`src/rtl/gpio_ctrl.sv`:
```
// gpio_ctrl: memory-mapped GPIO responder on a valid/ready port.
// Holds DATA_OUT and DIR, synchronises pad inputs into DATA_IN, and,
// when GPIO_IRQ_EN is defined, detects input edges into sticky
// IRQ_STATUS that drives a level interrupt. Without GPIO_IRQ_EN the
// interrupt registers are absent, read as 0 and gpio_irq is tied low.
module gpio_ctrl #(
  parameter int NUM_GPIO = 32
) (
  input  logic                sys_clk,
  input  logic                rst_n,
  input  logic                gpio_valid,
  input  logic [23:0]         gpio_addr,
  input  logic                gpio_write,
  input  logic [31:0]         gpio_wdata,
  input  logic [3:0]          gpio_wstrb,
  output logic [31:0]         gpio_rdata,
  output logic                gpio_ready,
  input  logic [NUM_GPIO-1:0] gpio_in,
  output logic [NUM_GPIO-1:0] gpio_out,
  output logic [NUM_GPIO-1:0] gpio_oe,
  output logic                gpio_irq
);

  localparam logic [2:0] REG_DATA_OUT   = 3'd0;
  localparam logic [2:0] REG_DIR        = 3'd1;
  localparam logic [2:0] REG_DATA_IN    = 3'd2;
  localparam logic [2:0] REG_OUT_SET    = 3'd3;
  localparam logic [2:0] REG_OUT_CLR    = 3'd4;
  localparam logic [2:0] REG_IRQ_EN     = 3'd5;
  localparam logic [2:0] REG_IRQ_POL    = 3'd6;
  localparam logic [2:0] REG_IRQ_STATUS = 3'd7;

  logic                accept;
  logic                in_range;
  logic                wr_en;
  logic [2:0]          sel;
  logic [31:0]         byte_mask;
  logic [31:0]         rd_mux;
  logic [NUM_GPIO-1:0] wmask;
  logic [NUM_GPIO-1:0] wbits;
  logic [NUM_GPIO-1:0] data_out;
  logic [NUM_GPIO-1:0] dir;
  logic [NUM_GPIO-1:0] sync_s1;
  logic [NUM_GPIO-1:0] sync_s2;
  logic                unused_bits;

  // The ready cycle itself never accepts, so a held valid cannot double-commit.
  assign accept    = gpio_valid && !gpio_ready;
  assign in_range  = (gpio_addr[23:5] == 19'd0);
  assign sel       = gpio_addr[4:2];
  assign wr_en     = accept && gpio_write && in_range;
  assign byte_mask = {{8{gpio_wstrb[3]}}, {8{gpio_wstrb[2]}},
                      {8{gpio_wstrb[1]}}, {8{gpio_wstrb[0]}}};
  assign wmask     = byte_mask[NUM_GPIO-1:0];
  assign wbits     = gpio_wdata[NUM_GPIO-1:0] & wmask;
  // Byte offset bits and bits above NUM_GPIO are intentionally dropped.
  assign unused_bits = ^{gpio_addr[1:0], gpio_wdata, byte_mask};

  assign gpio_out = data_out;
  assign gpio_oe  = dir;

`ifdef GPIO_IRQ_EN
  logic [NUM_GPIO-1:0] irq_en;
  logic [NUM_GPIO-1:0] irq_pol;
  logic [NUM_GPIO-1:0] irq_status;
  logic [NUM_GPIO-1:0] sync_s3;
  logic [NUM_GPIO-1:0] edge_det;

  // POL=0 selects rising edges, POL=1 falling edges, per bit.
  assign edge_det = (irq_pol & ~sync_s2 & sync_s3) | (~irq_pol & sync_s2 & ~sync_s3);
  assign gpio_irq = |(irq_status & irq_en);
`else
  assign gpio_irq = 1'b0;
`endif

  // Read mux over pre-edge register state; out-of-range addresses read 0.
  always_comb begin
    rd_mux = '0;
    if (in_range) begin
      case (sel)
        REG_DATA_OUT, REG_OUT_SET, REG_OUT_CLR: rd_mux[NUM_GPIO-1:0] = data_out;
        REG_DIR:        rd_mux[NUM_GPIO-1:0] = dir;
        REG_DATA_IN:    rd_mux[NUM_GPIO-1:0] = sync_s2;
`ifdef GPIO_IRQ_EN
        REG_IRQ_EN:     rd_mux[NUM_GPIO-1:0] = irq_en;
        REG_IRQ_POL:    rd_mux[NUM_GPIO-1:0] = irq_pol;
        REG_IRQ_STATUS: rd_mux[NUM_GPIO-1:0] = irq_status;
`endif
        default:        rd_mux = '0;
      endcase
    end
  end

  // Registered one-cycle completion; rdata is zero outside the ready cycle.
  always_ff @(posedge sys_clk or negedge rst_n) begin
    if (!rst_n) begin
      gpio_ready <= 1'b0;
      gpio_rdata <= '0;
    end else begin
      gpio_ready <= accept;
      gpio_rdata <= (accept && !gpio_write) ? rd_mux : 32'd0;
    end
  end

  // DATA_OUT: direct byte-masked write, write-1-set and write-1-clear views.
  always_ff @(posedge sys_clk or negedge rst_n) begin
    if (!rst_n) begin
      data_out <= '0;
    end else if (wr_en) begin
      case (sel)
        REG_DATA_OUT: data_out <= (data_out & ~wmask) | wbits;
        REG_OUT_SET:  data_out <= data_out | wbits;
        REG_OUT_CLR:  data_out <= data_out & ~wbits;
        default:      data_out <= data_out;
      endcase
    end
  end

  // DIR register drives the pad output enables.
  always_ff @(posedge sys_clk or negedge rst_n) begin
    if (!rst_n) begin
      dir <= '0;
    end else if (wr_en && (sel == REG_DIR)) begin
      dir <= (dir & ~wmask) | wbits;
    end
  end

  // Two-flop synchroniser for the asynchronous pad inputs.
  always_ff @(posedge sys_clk or negedge rst_n) begin
    if (!rst_n) begin
      sync_s1 <= '0;
      sync_s2 <= '0;
    end else begin
      sync_s1 <= gpio_in;
      sync_s2 <= sync_s1;
    end
  end

`ifdef GPIO_IRQ_EN
  // Edge history, interrupt config, and sticky status where a new edge beats a W1C.
  always_ff @(posedge sys_clk or negedge rst_n) begin
    if (!rst_n) begin
      sync_s3    <= '0;
      irq_en     <= '0;
      irq_pol    <= '0;
      irq_status <= '0;
    end else begin
      sync_s3 <= sync_s2;
      if (wr_en && (sel == REG_IRQ_EN))  irq_en  <= (irq_en & ~wmask) | wbits;
      if (wr_en && (sel == REG_IRQ_POL)) irq_pol <= (irq_pol & ~wmask) | wbits;
      irq_status <= ((wr_en && (sel == REG_IRQ_STATUS)) ? (irq_status & ~wbits) : irq_status)
                    | edge_det;
    end
  end
`endif

endmodule

```
`config.mk`:
```
export PLATFORM = sky130hd
export DESIGN_NAME = gpio_ctrl
export DESIGN_NICKNAME = d
export VERILOG_FILES = /design/src/rtl/gpio_ctrl.sv
export SDC_FILE = /design/constraint.sdc
export NUM_CORES = 1
export LEC_CHECK = 0
export CORE_ASPECT_RATIO = 0.5
export CORE_MARGIN = 2
export CORE_UTILIZATION = 30
export CTS_BUF_LIST = sky130_fd_sc_hd__clkbuf_8
export DETAILED_ROUTE_END_ITERATION = 10
export SYNTH_ARGS = -nofsm -noshare
export SYNTH_HDL_FRONTEND = slang
export SYNTH_SLANG_ARGS = --single-unit
```
`constraint.sdc`:
```
create_clock -name sys_clk -period 2.45 [get_ports sys_clk]
set_input_delay 0.6125 -clock sys_clk [delete_from_list [all_inputs] [get_ports sys_clk]]
set_output_delay 0.6125 -clock sys_clk [all_outputs]
set_load 0.01 [all_outputs]
```
; ---- After elaboration in Yosys (flattened, before gate mapping)
; Cells that the tools add are included.
[totals]
reg_bits = 161
latch_bits = 0
mem_bits_rw = 0
mem_bits_ro = 0
out_inout_bits = 98
wordCells = 35
memories = 0
[op_classes]
addsub = 0
multipliers = 0
div = 0
magnitude_cmp = 0
eq_ne = 4
shifts = 0
muxes = 4
n_bitwise = 9
n_reduce_logical = 12
[ops]
columns = cell, n
row1 = case mux 32 bit (3 select lines), 2
row2 = bitwise AND 32 bit, 4
row3 = OR 32 bit, 3
row4 = two-way mux 32 bit, 2
row5 = inverter 32 bit, 2
row6 = logical NOT 19 bit, 1
row7 = equality test 3 x 2 -> 1 bit (second input constant), 2
row8 = logical AND 1 bit, 5
row9 = equality test 3 x 1 -> 1 bit (second input constant), 1
row10 = equality test 3 bit (second input constant), 1
row11 = logical NOT 3 bit, 1
row12 = nonzero test 3 bit, 1
row13 = OR reduction 3 bit, 1
row14 = logical NOT 1 bit, 2
row15 = AND reduction 2 bit, 1

; ---- Longest topological paths before layout
[logic_depth]
depth_word = 5
mapped_depth = 7
mapped_depth_nobuf = 4

; ---- Worst setup path after synthesis
; OpenSTA, ideal clock, no wires.
[synth_path]
path_kind = input port to flip-flop
startpoint = input gpio_addr[20]
endpoint = register data_out[0] (netlist: gpio_out[0])
setup_time_ns = 0.076
arrival_time_ns = 2.156
required_time_ns = 2.374
path_slack_ns = 0.218
stages = 6
cell_sequence = or4_1 a211o_1 buf_6 or3_1 buf_6 o21ai_1
[synth_via]
elab_chain_cells = 3
[synth_lines]
columns = item, line_no
row1 = "start, declared", 12  ; input logic [23:0] gpio_addr,
row2 = logical NOT 19 bit, 49  ; assign in_range = (gpio_addr[23:5] == 19'd0);
row3 = logical AND 1 bit, 51  ; assign wr_en = accept && gpio_write && in_range;
row4 = AND reduction 2 bit (no source line), --
row5 = "end signal, assigned", 111  ; REG_DATA_OUT: data_out <= (data_out & ~wmask) | wbits;
row6 = "end signal, assigned", 112  ; REG_OUT_SET: data_out <= data_out | wbits;
row7 = "end signal, assigned", 113  ; REG_OUT_CLR: data_out <= data_out & ~wbits;
row8 = "end, declared", 41  ; logic [NUM_GPIO-1:0] data_out;
; No other way between the ends.
; A chain may end at the register's enable or synchronous reset.

; ---- Final worst setup path
[layout_path]
startpoint = input gpio_addr[15]
endpoint = register data_out[5] (netlist: gpio_out[5])
; The elaborated chain is that of the path after synthesis.

==> metrics.cfg <==
[run_status]
outcome = finished clean

[final_layout]
fin_util_pct = 45.00
syn2layout_area_growth_pct = 44.93
fin_area_um2 = 9375
nets = 840
mostFrequentLayoutCell = clkdlybuf4s50_1
fill_cells = 1930
drive_above_1_share_pct = 17.04
n_antenna_cell = 0
final_cell_mix = clkdlybuf4s50_1 (188), dfrtp_1 (161), buf_4 (40), mux2_2 (37)
final-instance-count-excl-fill = 1030

[cts]
clock_latency_ns = 0.45
cts-root-buf = clkbuf_8
cts_buffer_depth = 2
cts_made_buffers = 17
ctsHtreeMaxLevel = 4
clock-sinks = 161
cts_resized = 0
cts_tree = built
clk_pin_slew_ns = 0.09
cts_hold_buf = 0
postCtsSetupRepairBufs = 0

[pwr]
p_total_mw = 5.202
internal_power_mw = 3.903
pwr-share-clk_pct = 38.5
pwr-share-seq_pct = 52.4
p_per_area_nw_per_um2 = 554.8
irDropWorstVdd_v = 0.0003035
sw_frac_of_total_pct = 24.97
leakagePower_nw = 4.129
comb_power_share_pct = 9.2
switchingPower_mw = 1.299

[detailed_routing]
num_vias = 5025
totalWireLength_um = 19630
drc_errors = 0
antenna_left = 0
dr.first_iter.drc_count = 312
firstDrtPassIters = 5
vias_per_cell = 4.879
wire_per_inst_um = 19.06

[yosys]
synth_cell_types = 32
synth_mux_area_share_pct = 6.441
synth_area_um2 = 6469
synth_top_area_share_pct = 62.28
synth_area_leaders = dfrtp_1 (62%), mux2_2 (6.4%), a2bb2oi_1 (4.3%)
synth_compound_area_share_pct = 17.54
synth_xor_xnor_area_share_pct = 0
ys_seq_area_share_pct = 62.28
synth-seq-cells = 161
synthAdderAreaFrac_pct = 0
synth_top_cell_by_area = dfrtp_1
syn_inst = 534
synth_area_per_cell_um2 = 12.11
yosys_warnings = 0
synth_nets = 630
synth_simple_gate_area_share_pct = 8.453
synth_top_family_by_area = compound AO/OA/AOI/OAI gates

[timing]
grt_setup_unrepaired = false
finalCritPeriodShare_pct = 96.66
post-route-min-period_ns = 2.368
hold_violations = 0
setup_viol = 0
fin_setup_tns_ns = 0
timing.final.ws_setup_ns = 0.08189
whs_ns = 0.08310
finClkSkew_ns = 0.01245
max_freq_mhz = 422.3
maxSlewViolCount = 0

[global_route]
grt_max_degree = 48
gr-total-overflow = 0
grt_pass1_vias = 5400
antenna_found_initial = 0
grt_usage_pct = 17.87
grt_pass1_wl_um = 30820

[setup_path]
required_ns = 2.83
start_kind = input port
r2r_slack_ns = 0.74
crit_end = gpio_out[5]
r2r_end = gpio_out[5]
reg2regPathDepth = 5
cp_num_cells = 5
slowest_delay_ns = 0.57
cp.arrival_ns = 2.75
cp_slowest_cell = or4b_1
worstPathMaxFanout = 8
critPathBufInv = 1
crit_start = gpio_addr[15]
critical_path_class = input port to flip-flop
critical-path-top-delay-family = simple AND/OR/NAND/NOR gates
reg2reg_from = gpio_ready
end_kind = flip-flop
cp_cell_sequence = clkdlybuf4s50_1 > or4b_1 > a211o_2 > or3_1 > o21ai_1

[placement]
place_ws_ns = -0.3953
post_dp_cell_area_um2 = 8972
port-buffer-count = 190
dp.cells = 998
gp_congestion = 0.8103
post-dp-hpwl_um = 14280

[floorplan]
core_area_um2 = 20830
die_x_um = 211.7
initial_core_util_pct = 31.05
row_count = 37
io_pins = 194
die_height_um = 107.8
dieArea_um2 = 22820

[job]
maxCapViolations = 0

[worst_hold_path]
hold_path_class = input port to async pin

## layer usage
| metal | track usage, % | vias up | wire (um) |
|---|---|---|---|
| met2 | 29.49 | 115 | 9728 |
| met5 | 0 | - | 0 |
| li1 | - | 2338 | - |
| met1 | 23.44 | 2554 | 8780 |
| met3 | 3.442 | 18 | 832 |
| met4 | 6.640 | 0 | 291 |
## cell type report
cell class	instances	area, um2	share of cell area, %
inverters	32	120.1	1.281
multi-input cells	294	2123	22.65
clock buffers	18	247.7	2.642
clock inverters	14	155.1	1.655
well taps	273	341.6	3.643
flip-flops and latches	161	4029	42.97
repair buffers	238	2359	25.16
## worst min-delay path by stage
stage / startpoint / endpoint / depth (start not counted)
4_1_cts: rst_n / gpio_rdata[2] / 1
6_report: rst_n / gpio_rdata[2] / 1
5_1_grt: rst_n / sync_s2[30] / 1
3_5_place_dp: sync_s1[8] / sync_s2[8] / 0
3_3_place_gp: sync_s1[5] / sync_s2[5] / 0
2_1_floorplan: rst_n / async pin / 0
## cell families after synthesis
group           after synthesis
buf+inv                      79
mux                          37
flops                       161
simple gates                 94
other cells                   1
compound gates              162
## power groups by stage
stage,clock (mW),sequential (mW),combinational (mW)
global placement,0,2.77,0.472
finish,2.00,2.72,0.477
detailed placement,0,2.78,0.481
global route,2.18,2.73,0.527
CTS,2.06,2.72,0.484
floorplan,0,2.77,0.167
## cells in the mapped netlist
library cell and instances:
nor2_1 33, a211o_1 1, buf_4 1, a2bb2oi_1 32, and4_1 1, buf_6 5, nand3_1 1, or2_2 1
nor4_1 3, or3_1 4, conb_1 1, nand4_2 4, dfrtp_1 161, a22oi_1 32, nor2b_1 3, or4_1 1
nand2_1 5, and2_1 32, clkbuf_1 35, a21oi_1 1, o21ai_1 32, o31ai_1 32, mux2_2 37, nor4bb_1 1
or4b_1 1, buf_1 6, or3b_2 1, nand4_1 1, nor4_4 1, a31oi_1 32, nand3b_1 1, inv_1 32
No activity file was read; power rests on OpenSTA's default activity.
